[src/rtl/sound_frame_seq.sv]
// rtl/sound_frame_seq.sv - APU frame sequencer issuing length/sweep/envelope clock-enable strobes
// Optional macro SOUND_DIV_SYNC_EN: frame events from DIV falling edges instead of the internal prescaler.
module sound_frame_seq #(
  parameter int unsigned PRESCALE = 8192,
  parameter int unsigned PW       = 16
) (
  input  logic       clk,
  input  logic       rst,
  input  logic       sound_enable,
  input  logic       div_bit,
  output logic       frame_tick,
  output logic       tick_len,
  output logic       tick_sweep,
  output logic       tick_env,
  output logic [2:0] step,
  output logic       len_next_clocks
);

  logic [2:0] step_q;
  logic [2:0] step_d;
  logic       frame_tick_q;
  logic       tick_len_q;
  logic       tick_sweep_q;
  logic       tick_env_q;
  logic       event_d;

`ifdef SOUND_DIV_SYNC_EN
  logic div_q;

  // div_q follows DIV even while powered off so a low DIV at power-on is not an edge.
  always_ff @(posedge clk) begin
    if (rst) begin
      div_q <= 1'b0;
    end else begin
      div_q <= div_bit;
    end
  end

  always_comb begin
    event_d = sound_enable && div_q && !div_bit;
  end
`else
  localparam logic [PW-1:0] PCNT_LAST = PW'(PRESCALE - 1);

  logic [PW-1:0] pcnt_q;
  logic [PW-1:0] pcnt_d;
  logic          unused_div_bit;

  assign unused_div_bit = div_bit;

  always_comb begin
    event_d = sound_enable && (pcnt_q == PCNT_LAST);
    pcnt_d  = (pcnt_q == PCNT_LAST) ? '0 : pcnt_q + 1'b1;
  end

  always_ff @(posedge clk) begin
    if (rst || !sound_enable) begin
      pcnt_q <= '0;
    end else begin
      pcnt_q <= pcnt_d;
    end
  end
`endif

  always_comb begin
    step_d = step_q + 3'd1;
  end

  // Strobes decode the step being processed; power-off and reset suppress them.
  always_ff @(posedge clk) begin
    if (rst || !sound_enable) begin
      step_q       <= 3'd0;
      frame_tick_q <= 1'b0;
      tick_len_q   <= 1'b0;
      tick_sweep_q <= 1'b0;
      tick_env_q   <= 1'b0;
    end else begin
      frame_tick_q <= event_d;
      tick_len_q   <= event_d && !step_q[0];
      tick_sweep_q <= event_d && (step_q[1:0] == 2'b10);
      tick_env_q   <= event_d && (step_q == 3'd7);
      if (event_d) begin
        step_q <= step_d;
      end
    end
  end

  assign frame_tick      = frame_tick_q;
  assign tick_len        = tick_len_q;
  assign tick_sweep      = tick_sweep_q;
  assign tick_env        = tick_env_q;
  assign step            = step_q;
  assign len_next_clocks = ~step_q[0];

endmodule

[config.mk]
export PLATFORM = sky130hd
export DESIGN_NAME = sound_frame_seq
export DESIGN_NICKNAME = d
export VERILOG_FILES = /design/src/rtl/sound_frame_seq.sv
export SDC_FILE = /design/constraint.sdc
export NUM_CORES = 1
export LEC_CHECK = 0
export BUFFER_PORTS_ARGS = -buffer_cell sky130_fd_sc_hd__buf_2
export CAP_MARGIN = 20
export CORE_MARGIN = 5
export CORE_UTILIZATION = 30
export DETAILED_ROUTE_END_ITERATION = 10
export GPL_TIMING_DRIVEN = 0
export PLACE_DENSITY = 0.49
export SLEW_MARGIN = 20
export SYNTH_ARGS = -nofsm -noshare
export SYNTH_HDL_FRONTEND = slang
export SYNTH_SLANG_ARGS = --single-unit
[constraint.sdc]
create_clock -name clk -period 1.6 [get_ports clk]
set_clock_uncertainty 0.05 [all_clocks]
set_input_delay 0.32 -clock clk [delete_from_list [all_inputs] [get_ports clk]]
set_output_delay 0.32 -clock clk [all_outputs]
set_load 0.03 [all_outputs]
Yosys cells after proc, flatten, opt, wreduce, memory -nomap -nowiden
Cells that the tools add are included.
Storage, ports and cells
  register bits after elaboration: 23
  logic and storage cells: 20
Operators by class
  add/subtract/negate cells: 2
  equal/unequal tests: 3
  bitwise logic cells: 1
  reductions and logical operators: 8
Operator list (count)
  16-bit by 1-bit adder with 16-bit output (second input constant): 1
  16-bit by 13-bit == test with 1-bit output (second input constant): 1
  1-bit logical AND: 4
  3-bit by 1-bit adder with 3-bit output (second input constant): 1
  3-bit == test (second input constant): 1
  2-bit == test (second input constant): 1
  1-bit logical NOT: 2
  2-bit OR reduction: 1
  1-bit logical OR: 1
  1-bit NOT: 1

Logic depth before layout (Yosys ltp)
  depth after elaboration: 3
  gate-level depth with buffers: 6

Worst setup path before layout
OpenSTA, ideal clock, no wires.
  path kind: reg-to-reg
  start: reg pcnt_q[0]
  end: reg pcnt_q[5]
  library setup time: 0.115 ns
  arrival: 1.556 ns
  required time: 1.435 ns
  path slack: -0.120 ns
  stages on the path, launching flop included: 7
  path buffers: 1
  period minus slack after synthesis: 1.720 ns
  cell sequence: dfxtp_1 > ha_1 > nand4_2 > nor4b_4 > a21o_4 > buf_6 > nor2_1
Between the ends
  word-level cells in the longest chain between the ends: 2
Ends and longest elaborated chain
  from (decl): line 45  | logic [PW-1:0] pcnt_q;
  from (signal assigned): line 60  | pcnt_q <= pcnt_d;
  parallel branches: the longest is 2 deep, another holds 16-bit by 1-bit adder with 16-bit output
Parallel ways; which one is timed is not known.
A chain may end at the register's enable or synchronous reset.

Worst setup path after layout
  start: reg pcnt_q[3]
  end: reg pcnt_q[15]
Same word-level chain as after synthesis.

==> summary.txt <==
Synth
  • Yosys top cell area share: 44.4%
  • Yosys top cell by area: dfxtp_1
  • Synth async-reset ratio: 0%
  • Count leader, synth: dfxtp_1
  • Number of synthesized flops with an enable pin: 0
  • Syn nets: 115
  • Mapped Cells: ~110
  • Syn Area/Cell: 9.68 um^2
  • Synth cell types: 32
  • Yosys reg bits: 23
  • Largest cells by area after synthesis: dfxtp_1 (44%), nor2_1 (6.5%), xnor2_1 (5.9%)
  • Register area share after synthesis: between 40 and 50%
  • Post-synth top cells: dfxtp_1 (23), nor2_1 (18), and3_1 (7), xnor2_1 (7), nand2_1 (6)
  • Post-Syn Area: between 1000 and 1500 um^2
  • Primary FF master, synth: dfxtp_1
  • Synth Warn #: 0

Place
  • Post-placement setup slack: -0.190 ns
  • GPL Wtd Cong: ~0.75
  • IO buf count: 10
  • Detailed placer's ending HPWL: 1.49 mm

Global route
  • GRT Overall Usage: 10.2%
  • Grt ovf: 0
  • First-pass GRT wire length: 3.60 mm
  • Vias in the first global route: between 700 and 800
  • Pin count of the biggest net entering global routing: 15
  • Initial antenna violation count: 0

Finish
  • Final net count: between 100 and 150
  • Diodes inserted: 0
  • Final core utilization: 39.6%
  • Fillers: about 340
  • Share of cells above drive strength 1: 41.1%
  • Area Overhead vs Synth: 27.4%

Timing
  • Relative slew slack: 62.3%
  • Crit share post-route: 96.2%
  • Fin. max-slew vios: 0
  • Measured slew at the worst slew-check pin: roughly 0.56 ns
  • Max Freq: 650 MHz
  • Worst setup margin: 0.0611 ns
  • Post-layout min period: 1.54 ns
  • Setup Viol. Count Final: 0
  • Fin. Hold Viols: 0

Floorplan
  • Die width: 68.8 um
  • Die Height: 68.8 um
  • Initial Utilization: 31.0%
  • Core ar.: 3340 um^2
  • Die ar.: 4730 um^2
  • FP Rows: 21
  • Ports: 12

Run
  • MaxCap Viol Count: 0

Clocking
  • CTS H-tree lvls: 1
  • Clock sinks: 23
  • Worst skew pair latency: 0.33 ns
  • Clock transition at path regs: 0.15 ns
  • CTS tree: done
  • CTS Buf Count: 3
  • Clock Root Buffer: clkbuf_4
  • Clk buf depth: 2
  • Hold_buf cts: 0

Detailed routing
  • DRC errors left: 0
  • Drt wl/cell: 12.5 um
  • Routed Antenna Nets: 0
  • Vias: 831
  • Via/cell ratio: 4.75
  • Initial DRT Pass Iterations: 4
  • DRT iter0 DRCs: 15
  • Post-Route WL: around 2.2 mm

Power
  • Max VDD drop: 0.273 mV
  • Pleak: 0.522 nW
  • Power per cell area: 668 nW/um^2
  • Total power: 0.882 mW

Critical path
  • Worst EP arrival: 1.74 ns
  • Setup Crit Path Kind: flip-flop to flip-flop
  • Critical path peak fanout: 5
  • Worst EP required: roughly 1.8 ns
  • CP Launch Type: flip-flop
  • Crit end category: flip-flop

Min path
  • Worst min-delay path class: input pin to flip-flop

Status
  • Outcome: completed
## flip-flops by register name, indices dropped and copies added, names as in the netlist
register and count:
pcnt_q 16, step 3, frame_tick 1, tick_env 1
tick_len 1, tick_sweep 1
## timing repair
action,CTS,global route
pin swaps,3,5
buffers inserted,3,6
endpoints found under the setup margin,23,20
gates resized for setup,8,20
## layout make-up
type,count,area (um^2),area share (%)
flip-flops and latches,23,487,36.9
repair buffers,19,118,8.91
inverters,2,7.51,0.569
plain buffers,2,15.0,1.14
well taps,46,57.6,4.36
clock inverters,1,7.51,0.569
multi-input cells,79,606,45.9
clock buffers,3,22.5,1.71
## critical path, cell delays in order, from the launching register on
cell and delay, ns:
dfxtp_4 0.41, and4_4 0.26, nand3_2 0.12, or4_4 0.49, a21oi_2 0.14
## kinds of logic after synthesis
| kind of cell | share of synthesized area (%) |
|---|---|
| compound gates | 5.43 |
| xor+xnor | 10.1 |
| fa+ha+maj | 4.83 |
| buf+inv | 2.90 |
| flops | 44.4 |
| mux | 0.966 |
| simple gates | 31.3 |
## layer usage
metal  global-route usage [%]  vias to the layer above  routed length [um]
met2                     17.0                       15                1070
met1                     12.3                      396                1010
met4                     5.11                        0                  42
li1                         -                      415                   -
met3                     2.27                        5                  70
met5                        0                        -                   0
## final timing paths
path                   from         end  slack, ns  depth (start not counted)
setup / recovery  pcnt_q[3]  pcnt_q[15]       0.06                          4
hold / removal          rst   pcnt_q[1]       0.28                          3
hold reg to reg   pcnt_q[0]   pcnt_q[0]       0.41                          1
setup reg to reg  pcnt_q[3]  pcnt_q[15]       0.06                          4
## cell usage in the layout, fill, tap and decap left out, drive strengths merged
master / instances
a21o: 1
a21oi: 4
a31o: 1
and3: 7
and4: 1
buf: 21
clkbuf: 3
clkinvlp: 1
dfxtp: 23
ha: 4
inv: 2
mux2i: 1
nand2: 6
nand2b: 1
nand3: 5
nand4: 4
nand4b: 1
nand4bb: 1
nor2: 18
nor2b: 1
nor3: 4
nor4: 2
nor4b: 1
o21ai: 1
o31ai: 1
or3: 1
or4: 1
xnor2: 7
xor2: 5
## stage by stage
stage | hold slack (ns) | setup TNS, ns | cell area [um^2] | instances
2_1_floorplan | 0.382 | 0 | 1050 | 107
3_3_place_gp | 0.397 | -2.37 | 1150 | 163
3_5_place_dp | 0.411 | -2.56 | 1150 | 163
4_1_cts | 0.281 | 0 | 1220 | 169
5_1_grt | 0.293 | -0.00122 | 1320 | 175
6_report | 0.283 | 0 | 1320 | 175
## report_power, final
group | total (mW) | internal (mW) | switching, mW
clock network | 0.287 | 0.0955 | 0.191
registers | 0.572 | 0.569 | 0.00309
logic | 0.0227 | 0.00931 | 0.0134
No activity file was read; power rests on OpenSTA's default activity.
